===== src/rtl/burst_pulse_gen.sv =====
// Burst pulse generator: emits Count single-cycle En pulses on channel Slt, separated by Gap idle cycles.
// Optional CH1_SCALE_EN: channel-1 bursts emit 4*Count pulses for downstream divide-by-4 counters.
module burst_pulse_gen #(
    parameter int CNT_W = 16,
    parameter int GAP_W = 8
) (
    input  logic               Clk,
    input  logic               Reset,
    input  logic               Start,
    input  logic [CNT_W-1:0]   Count,
    input  logic [GAP_W-1:0]   Gap,
    input  logic               Chan,
    input  logic               Abort,
    output logic               En,
    output logic               Slt,
    output logic               Busy,
    output logic               Done,
    output logic [CNT_W+1:0]   Remaining
);

    localparam int REM_W = CNT_W + 2;

    typedef enum logic [1:0] {IDLE, PULSE, GAP, DONE} state_t;

    state_t             state;
    state_t             state_next;
    logic [REM_W-1:0]   remaining_next;
    logic [GAP_W-1:0]   gap_reg;
    logic [GAP_W-1:0]   gap_reg_next;
    logic [GAP_W-1:0]   gap_cnt;
    logic [GAP_W-1:0]   gap_cnt_next;
    logic               chan_reg;
    logic               chan_next;
    logic               en_next;
    logic               busy_next;
    logic               done_next;
    logic               slt_next;
    logic               accept;
    logic [REM_W-1:0]   load_count;

    assign accept = Start && ((state == IDLE) || (state == DONE));

`ifdef CH1_SCALE_EN
    assign load_count = Chan ? {Count, 2'b00} : {2'b00, Count};
`else
    assign load_count = {2'b00, Count};
`endif

    // State and all outputs are registered together so every output is glitch-free.
    always_ff @(posedge Clk) begin
        if (Reset) begin
            state     <= IDLE;
            Remaining <= '0;
            gap_reg   <= '0;
            gap_cnt   <= '0;
            chan_reg  <= 1'b0;
            En        <= 1'b0;
            Busy      <= 1'b0;
            Done      <= 1'b0;
            Slt       <= 1'b0;
        end else begin
            state     <= state_next;
            Remaining <= remaining_next;
            gap_reg   <= gap_reg_next;
            gap_cnt   <= gap_cnt_next;
            chan_reg  <= chan_next;
            En        <= en_next;
            Busy      <= busy_next;
            Done      <= done_next;
            Slt       <= slt_next;
        end
    end

    // Abort only matters while a burst is running; in IDLE/DONE a Start always wins.
    always_comb begin
        state_next = state;
        case (state)
            IDLE, DONE: begin
                if (accept)
                    state_next = (load_count == '0) ? DONE : PULSE;
                else
                    state_next = IDLE;
            end
            PULSE: begin
                if (Abort)
                    state_next = IDLE;
                else if (Remaining == REM_W'(1))
                    state_next = DONE;
                else if (gap_reg == '0)
                    state_next = PULSE;
                else
                    state_next = GAP;
            end
            GAP: begin
                if (Abort)
                    state_next = IDLE;
                else if (gap_cnt == GAP_W'(1))
                    state_next = PULSE;
            end
            default: state_next = IDLE;
        endcase
    end

    // Datapath updates and next output values, decoded from the upcoming state.
    always_comb begin
        remaining_next = Remaining;
        gap_reg_next   = gap_reg;
        gap_cnt_next   = gap_cnt;
        chan_next      = chan_reg;
        if (accept) begin
            remaining_next = load_count;
            gap_reg_next   = Gap;
            chan_next      = Chan;
        end else if (state_next == IDLE) begin
            remaining_next = '0;
        end else if (state == PULSE) begin
            remaining_next = Remaining - REM_W'(1);
            gap_cnt_next   = gap_reg;
        end else if (state == GAP) begin
            gap_cnt_next   = gap_cnt - GAP_W'(1);
        end

        en_next   = (state_next == PULSE);
        busy_next = (state_next == PULSE) || (state_next == GAP);
        done_next = (state_next == DONE);
        slt_next  = busy_next ? chan_next : 1'b0;
    end

endmodule


===== config.mk =====
export PLATFORM = sky130hd
export DESIGN_NAME = burst_pulse_gen
export DESIGN_NICKNAME = d
export VERILOG_FILES = /design/src/rtl/burst_pulse_gen.sv
export SDC_FILE = /design/constraint.sdc
export NUM_CORES = 1
export LEC_CHECK = 0
export ABC_CLOCK_PERIOD_IN_PS = 4000
export BUFFER_PORTS_ARGS = -buffer_cell sky130_fd_sc_hd__buf_2
export CAP_MARGIN = 25
export CORE_AREA = 2 2 69 71
export CTS_BUF_LIST = sky130_fd_sc_hd__clkbuf_16
export DETAILED_ROUTE_END_ITERATION = 6
export DIE_AREA = 0 0 71 73
export PLACE_DENSITY = 0.77
export SYNTH_ARGS = -nofsm -noshare
export SYNTH_HDL_FRONTEND = slang
export SYNTH_SLANG_ARGS = --single-unit
export TNS_END_PERCENT = 1

===== constraint.sdc =====
create_clock -name Clk -period 4 [get_ports Clk]
set_input_delay 0.4 -clock Clk [delete_from_list [all_inputs] [get_ports Clk]]
set_output_delay 0.4 -clock Clk [all_outputs]
set_load 0.005 [all_outputs]

==> Word-level counts from Yosys, hierarchy flattened <==
Index checks and enable logic that the tools add are counted.
W data, S select, Z words.
{ "totals": {"register_bits": 41, "out_inout_bits": 22, "in_bits": 29, "wordCells": 50} }
{ "classes": {"bitwise": 3, "n_eq_ne": 8, "add_sub_neg": 2, "muxes": 14, "n_reduce_logical": 13} }
{ "op_table": {"columns": ["op", "n"], "rows": [
  ["$mux W16", 3],
  ["$eq A18 B1 Y1 const B", 1],
  ["$logic_not A18 Y1", 1],
  ["$sub A18 B1 Y18 const B", 1],
  ["$mux W8", 2],
  ["$mux W2", 7],
  ["$eq A2 B2 Y1 const B", 4],
  ["$eq A8 B1 Y1 const B", 1],
  ["$logic_not A8 Y1", 1],
  ["$sub A8 B1 Y8 const B", 1],
  ["$pmux W2 S3", 1],
  ["$eq A2 B1 Y1 const B", 2],
  ["$logic_not A2 Y1", 2],
  ["$reduce_or A2 Y1", 2],
  ["$not A1 Y1", 3],
  ["$reduce_and A3 Y1", 1],
  ["$reduce_bool A3 Y1", 1],
  ["$reduce_or A3 Y1", 1],
  ["$logic_or A1 B1 Y1", 2],
  ["$reduce_bool A2 Y1", 1],
  ["$logic_and A1 B1 Y1", 1],
  ["$mux W1", 1]
]} }

==> Longest topological paths before layout <==
Gate-level depths: netlist of run 1.
{ "depth": {"ltp_word": 9, "ltp_mapped": 14} }

==> Worst setup path after synthesis of run 1 <==
No wires, ideal clock.
{ "synth_timing": {"path_kind": "register -> register", "start": "register state[0]", "end": "register gap_cnt[7]", "path_stages_with_launch": 14, "setup_time_ns": 0.134, "period_less_slack_ns": 2.883, "arrival_time_ns": 2.749, "slack_ns": 1.117, "path_cell_list": "dfxtp_1 > inv_1 > ha_1 > clkbuf_1 > and2_1 > clkbuf_1 > nand3_1 > and3_1 > ha_1 > or2_2 > clkbuf_1 > or3_1 > o21ai_0 > a211oi_1"} }
{ "synth_between": {"elab_chain_cells": 8, "elab_cells_between_ends": 17} }
{ "synth_rtl": {"columns": ["element", "line_no", "text"], "rows": [
  ["start, declared", "25", "state_t state;"],
  ["start signal, assigned", "62", "state <= state_next;"],
  ["$eq A2 B2 Y1 / $logic_not A2 Y1 (equally long branches)", "41, 77", null],
  ["$logic_or A1 B1 Y1", "41", "assign accept = Start && ((state == IDLE) || (state == DONE));"],
  ["$logic_and A1 B1 Y1", "41", null],
  ["$mux W2", "79", "if (accept)"],
  ["$pmux W2 S3", "77", "case (state)"],
  ["$logic_not A2 Y1", "114", "end else if (state_next == IDLE) begin"],
  ["$not A1 Y1 (no source line)", null, null],
  ["$reduce_and A3 Y1 (no source line)", null, null],
  ["end signal, assigned", "65", "gap_cnt <= gap_cnt_next;"],
  ["end, declared", "30", "logic [GAP_W-1:0] gap_cnt;"]
]} }
Several ways; a longest one is shown, not always the timed one.
A chain may end at the register's enable or synchronous reset.

==> Final worst setup path of run 1 <==
{ "layout_timing": {"start": "register Remaining[11]", "end": "register gap_cnt[3]"} }
{ "layout_between": {"elab_chain_cells": 7} }
{ "layout_rtl": {"columns": ["element", "line_no", "text"], "rows": [
  ["start, declared", "18", "output logic [CNT_W+1:0] Remaining"],
  ["start signal, assigned", "63", "Remaining <= remaining_next;"],
  ["$eq A18 B1 Y1", "87", "else if (Remaining == REM_W'(1))"],
  ["$mux W2", "87", null],
  ["$mux W2", "85", "if (Abort)"],
  ["$pmux W2 S3", "77", null],
  ["$logic_not A2 Y1", "114", null],
  ["$not A1 Y1 (no source line)", null, null],
  ["$reduce_and A3 Y1 (no source line)", null, null]
]} }
No other way between the ends.

==> summary.md, run 1 <==
| Metric | Value |
|---|---|
| Asr flop ratio synth | `0%` |
| Crit path top cell by count | `nor2_1` |
| Register bit count reported by yosys | `41` |
| Critical path cell sequence | `or4_1 > nor4_1 > nand4_1 > and3_1 > ha_1 > nor2_1 > o21ai_0 > a22oi_1 > nor2_1` |
| Leak | `1.15 nW` |
| Worst setup EP type | `flop` |
| Seq/Total Area, Yosys | `35.4%` |
| Syn Nets | `332` |
| Die area | `0.00518 mm²` |
| Power density cells | `375 mW/mm²` |
| Maximum vdd ir drop | `0.273 mV` |
| Worst Clk Skew | `0.00532 ns` |
| HP Class | `in -> reg` |
| Core Area | `0.00454 mm²` |
| Port buffer count | `50` |
| Max reg flops | `18` |
| Total CTS buffers | `5` |
| Synthesized area | `0.00232 mm²` |
| Post-DP HPWL | `4360 µm` |
| Share of layout cells above drive strength 1 | `19.5%` |
| Clk root buf | `clkbuf_16` |
| Max Cap Viol | `0` |
| Syn avg cell area | `7.88 µm²` |
| Layout area overhead | `17.8%` |
| WL/cell | `15.5 µm` |
| Crit Path Max Fanout | `11` |
| Synth Warn # | `0` |
| Sequential cell area | `821 µm²` |
| All-layer global routing usage | `24.4%` |
| Antenna violations before repair | `0` |
| Final Cycle Share | `77.4%` |
| Post_cts resized | `0` |
| Mapped Cells | `294` |
| Initial Util | `51.1%` |
| Vias in the first global route | `2075` |
| Row count | `25` |
| CTS Hold Bufs | `0` |
| Layout fillers | `405` |
| # DRC | `0` |
| Post-CTS Setup Bufs | `0` |
| Pre-antenna DRT Iters | `4` |
| Clock transition at the registers of the reported paths | `0.06 ns` |
| TritonCTS clock tree | `done` |
| Most frequent cells in the layout | `buf_2, dfxtp_1, nand2_1` |
| First-pass GRT wire length | `9980 µm` |
| Routed Antenna Nets | `0` |
| Max-slew headroom | `49.9%` |
| Multi-input logic area | `0.00138 mm²` |
| WL final | `6080 µm` |
| Dpl cell area | `0.00259 mm²` |
| Avg Vias per Cell | `6.11` |
| Post-route setup TNS | `0 ns` |
| Fmax | `323 MHz` |
| Final Cell Area | `0.00273 mm²` |
| Gr ovfl total | `0` |
| Clock sinks | `41` |
| Fin. Hold Viols | `0` |
| Setup Viol. Count Final | `0` |
| Die span in x | `71 µm` |
| Yosys cell types | `55` |
| Worst-Margin Slew | `0.746 ns` |
| Max-slew violations | `0` |
| Startpoint Class | `flop` |
| H-tree depth | `2` |
| Final net count | `376` |
| Diode count | `0` |
| Shortest period the worst path allows | `3.10 ns` |
| CP Class | `reg -> reg` |
| Die Ht | `73 µm` |
| Via count | `2401` |
| Req. time, crit path | `4.14 ns` |
| Max Root-Sink Buffers | `2` |
| EDFF count, synth | `0` |
| Initial drt markers | `249` |
| I/O pin count | `51` |
| Slowest-stage cell, CP | `or4_1` |
| Clk Latency, worst-skew pair | `0.28 ns` |
| Commonest non-fill, non-tap cell in the layout | `buf_2` |
| Worst path arrival time | `3.24 ns` |
| Largest net degree at the start of global routing | `41` |
| RSZ-0062 raised after global routing | `no` |
| Slowest cell delay on critical path | `0.65 ns` |
| Main synth FF type | `dfxtp_1` |
| Status | `complete, no violations` |
| Routability cong. | `0.859` |
final timing paths:
kind,cells after the start,slack (ns),from,to
max reg2reg,9,0.90,Remaining[11]$_SDFFE_PP0P_,gap_cnt[3]$_SDFFE_PP0P_
min,3,0.36,Gap[2],gap_reg[2]$_SDFFE_PP0P_
min reg2reg,2,0.47,gap_reg[7]$_SDFFE_PP0P_,gap_reg[7]$_SDFFE_PP0P_
max,9,0.90,Remaining[11]$_SDFFE_PP0P_,gap_cnt[3]$_SDFFE_PP0P_
layout make-up:
cell class                 count  share of cell area (%)
inverter                      10                    1.38
sequential                    41                    30.1
tap                           54                    2.48
multi-input combinational    226                    50.7
clock inverter                 3                   0.459
clock buffer                   5                    4.59
timing repair buffer          54                    10.3
cell usage after synthesis (all sizes together) (6+ instances only):
master | count | area share, %
clkbuf | 12 | 1.9
dfxtp | 41 | 35
nand2 | 35 | 5.7
nand4 | 6 | 1.9
nor3 | 11 | 2.8
nor2 | 22 | 3.6
inv | 9 | 1.5
nor4 | 13 | 3.5
ha | 9 | 4.9
o21ai | 15 | 3.2
a21oi | 31 | 6.7
or4 | 6 | 1.9
a211oi | 9 | 2.9
cell families (layout without fill, tap and decap cells):
family	after synthesis	in the layout	synth area share, %
simple gates	121	121	27.6
compound gates	91	91	25.3
flops	41	41	35.4
buf+inv	27	72	4.81
fa+ha+maj	9	9	4.86
xor+xnor	3	3	1.13
mux	2	2	0.864
metrics by stage:
stage / utilization [%] / hold slack [ns] / power (W) / setup slack (ns) / instances
after detailed placement: 57.1 / 0.465 / 0.000649 / 0.932 / 385
final: 60.1 / 0.362 / 0.00102 / 0.903 / 393
after global placement: 57.1 / 0.463 / 0.000647 / 0.994 / 385
after global routing: 60.1 / 0.369 / 0.00107 / 0.573 / 393
after floorplan: - / 0.445 / 0.000589 / 1.12 / 294
after CTS: 60.1 / 0.361 / 0.00103 / 0.900 / 393
where the power goes:
group,switching [W],internal (W),total [W]
registers,0.0000240,0.000429,0.000453
clock network,0.000152,0.000225,0.000378
logic,0.000112,0.0000799,0.000191
total,0.000288,0.000734,0.00102
per-layer routing:
| metal | vias up | routed length [µm] | GRT usage, % | part of all wire [%] |
|---|---|---|---|---|
| li1 | 1192 | - | - | - |
| met1 | 1104 | 2720 | 34.0 | 45 |
| met2 | 96 | 2870 | 37.1 | 47 |
| met3 | 9 | 416 | 4.70 | 6.8 |
| met4 | 0 | 76 | 10.1 | 1.2 |
| met5 | - | 0 | 0 | 0 |
critical path, delay by kind of cell, from the launching register on:
kind / cells / cell delay, ns
compound gates: 2 / 0.40
fa+ha+maj: 1 / 0.26
flops: 1 / 0.36
simple gates: 6 / 1.92
Power figures use the tool's default switching activity.
==> run 2, diff against run 1 <==
==> config.mk (replaced) <==
export PLATFORM = sky130hd
export DESIGN_NAME = burst_pulse_gen
export DESIGN_NICKNAME = d
export VERILOG_FILES = /design/src/rtl/burst_pulse_gen.sv
export SDC_FILE = /design/constraint.sdc
export NUM_CORES = 1
export LEC_CHECK = 0
export ABC_CLOCK_PERIOD_IN_PS = 2700
export BUFFER_PORTS_ARGS = -buffer_cell sky130_fd_sc_hd__buf_2
export CAP_MARGIN = 25
export CORE_AREA = 2 2 72 74
export CTS_BUF_LIST = sky130_fd_sc_hd__clkbuf_16
export DETAILED_ROUTE_END_ITERATION = 6
export DIE_AREA = 0 0 74 76
export PLACE_DENSITY = 0.75
export SYNTH_ARGS = -nofsm -noshare
export SYNTH_HDL_FRONTEND = slang
export SYNTH_SLANG_ARGS = --single-unit
export TNS_END_PERCENT = 1
==> constraint.sdc (replaced) <==
create_clock -name Clk -period 2.7 [get_ports Clk]
set_input_delay 0.27 -clock Clk [delete_from_list [all_inputs] [get_ports Clk]]
set_output_delay 0.27 -clock Clk [all_outputs]
set_load 0.005 [all_outputs]
==> run 2 against run 1 <==
Against the previous run:
- register-to-register slack worse by 0.84 ns
- combinational power up 76%
- final cell count up 10%
- first-iteration DRC count down 48%
- wire length up 9.1%
- fmax up 18%
- clock power up 77%
- die area up 8.5%
==> summary.md, run 2 (synthesis results as in run 1) <==
| Metric | Value |
|---|---|
| Pre-antenna DRT Iters | `5 (was 4)` |
| Routed Antenna Nets | `0 (unchanged)` |
| Status | `complete, no violations (unchanged)` |
| Setup Viol. Count Final | `0 (unchanged)` |
| RSZ-0062 raised after global routing | `yes (was no)` |
| Core Area | `0.00491 mm² (was 0.00454 mm²)` |
| Routability cong. | `0.940 (was 0.859)` |
| Clock transition at the registers of the reported paths | `0.06 ns (about the same)` |
| Worst-Margin Slew | `0.531 ns (was 0.746 ns)` |
| Clk Latency, worst-skew pair | `0.28 ns (about the same)` |
| All-layer global routing usage | `24.8% (was 24.4%)` |
| First-pass GRT wire length | `11100 µm (was 9980 µm)` |
| WL final | `6640 µm (was 6080 µm)` |
| Via count | `2544 (was 2401)` |
| Row count | `26 (was 25)` |
| CTS Hold Bufs | `0 (unchanged)` |
| Max Cap Viol | `0 (unchanged)` |
| Leak | `1.29 nW (was 1.15 nW)` |
| Max-slew violations | `0 (unchanged)` |
| Port buffer count | `50 (unchanged)` |
| Crit Path Max Fanout | `9 (was 11)` |
| Post-route setup TNS | `0 ns (unchanged)` |
| CP Class | `reg -> reg (unchanged)` |
| Die area | `0.00562 mm² (was 0.00518 mm²)` |
| Final Cycle Share | `97.6% (was 77.4%)` |
| Req. time, crit path | `2.89 ns (was 4.14 ns)` |
| Largest net degree at the start of global routing | `24 (was 41)` |
| Max reg flops | `18 (unchanged)` |
| Shortest period the worst path allows | `2.64 ns (was 3.10 ns)` |
| Avg Vias per Cell | `5.88 (was 6.11)` |
| Initial drt markers | `130 (was 249)` |
| Max Root-Sink Buffers | `2 (unchanged)` |
| Fin. Hold Viols | `0 (unchanged)` |
| Total Power | `0.00167 W (was 0.00102 W)` |
| Antenna violations before repair | `0 (unchanged)` |
| Worst path arrival time | `2.83 ns (was 3.24 ns)` |
| Layout area overhead | `29.0% (was 17.8%)` |
| Diode count | `0 (unchanged)` |
| Total CTS buffers | `5 (unchanged)` |
| Maximum vdd ir drop | `0.253 mV (was 0.273 mV)` |
| Max-slew headroom | `64.3% (was 49.9%)` |
| Worst setup EP type | `flop (unchanged)` |
| Final net count | `401 (was 376)` |
| # DRC | `0 (unchanged)` |
| Gr ovfl total | `0 (unchanged)` |
| HP Class | `in -> reg (unchanged)` |
| Clk root buf | `clkbuf_16 (unchanged)` |
| Post-DP HPWL | `4890 µm (was 4360 µm)` |
| Worst Clk Skew | `0.00210 ns (was 0.00532 ns)` |
| TritonCTS clock tree | `done (unchanged)` |
| Die span in x | `74 µm (was 71 µm)` |
| Clock sinks | `41 (unchanged)` |
| Fmax | `379 MHz (was 323 MHz)` |
| I/O pin count | `51 (unchanged)` |
| Power density cells | `559 mW/mm² (was 375 mW/mm²)` |
| Die Ht | `76 µm (was 73 µm)` |
| Vias in the first global route | `2305 (was 2075)` |
| WL/cell | `15.3 µm (was 15.5 µm)` |
| H-tree depth | `2 (unchanged)` |
| Startpoint Class | `flop (unchanged)` |
| Most frequent cells in the layout | `buf_2, dfxtp_1, nand2_1 (unchanged)` |
| Initial Util | `47.1% (was 51.1%)` |
| Share of layout cells above drive strength 1 | `26.7% (was 19.5%)` |
| Commonest non-fill, non-tap cell in the layout | `buf_2 (unchanged)` |
[run 2: cell types whose count changed in the layout (fill, tap and decap cells not counted), sizes merged]
cell / delta
buf: +25
bufinv: +1
clkinv: -2
[run 2: report_power, final]
part           total (W)  switching, W  internal, W
Clock           0.000670      0.000240     0.000429
Sequential      0.000664     0.0000289     0.000635
Combinational   0.000337      0.000187     0.000150
Total            0.00167      0.000457      0.00121
[run 2: worst paths after layout]
| kind | startpoint | end | slack (ns) | cells past startpoint |
|---|---|---|---|---|
| worst max-delay path | Remaining[11]$_SDFFE_PP0P_ | Remaining[8]$_SDFFE_PP0P_ | 0.06 | 11 |
| worst min-delay path | Gap[3] | gap_reg[3]$_SDFFE_PP0P_ | 0.22 | 3 |
| worst max register to register | Remaining[11]$_SDFFE_PP0P_ | Remaining[8]$_SDFFE_PP0P_ | 0.06 | 11 |
| worst min register to register | gap_reg[7]$_SDFFE_PP0P_ | gap_reg[7]$_SDFFE_PP0P_ | 0.49 | 2 |
[run 2: per-layer routing]
layer,GRT usage [%],vias up,share of wire [%]
li1,-,1239,-
met1,34.6,1197,45
met2,38.2,98,48
met3,4.89,10,6.4
met4,8.18,0,1.3
met5,0,-,0
[run 2: cell type report]
cell class              count  area [µm²]
fillers                   439        1930
multi-input cells         226        1410
flip-flops and latches     41         821
repair buffers             79         468
clock buffers               5         125
well taps                  70        87.6
inverters                  10        37.5
clock inverters             2        35.0
[run 2: stage by stage]
stage	hold slack, ns	util [%]	cell area, µm²	cells	setup slack (ns)
2_1_floorplan	0.394	-	2320	294	-0.00813
3_3_place_gp	0.468	57.0	2800	426	0.151
3_5_place_dp	0.476	57.0	2800	426	0.0655
4_1_cts	0.221	60.3	2960	433	0.0437
5_1_grt	0.240	60.8	2990	433	-0.0254
6_report	0.222	60.8	2990	433	0.0647
[run 2: critical path, cell delays in order (launching register included)]
cell and delay (ns):
dfxtp_1 0.31, or4_4 0.54, buf_4 0.18, nor3_4 0.13, nand4_1 0.14, a21o_1 0.19, ha_2 0.21, a21oi_1 0.15
buf_4 0.20, nand4_1 0.12, a21boi_0 0.16, o32ai_1 0.21
[run 2: what timing repair did]
action | CTS | global route
buffers inserted | 0 | 0
setup endpoints to repair | 0 | 8
gates resized for setup | 0 | 8
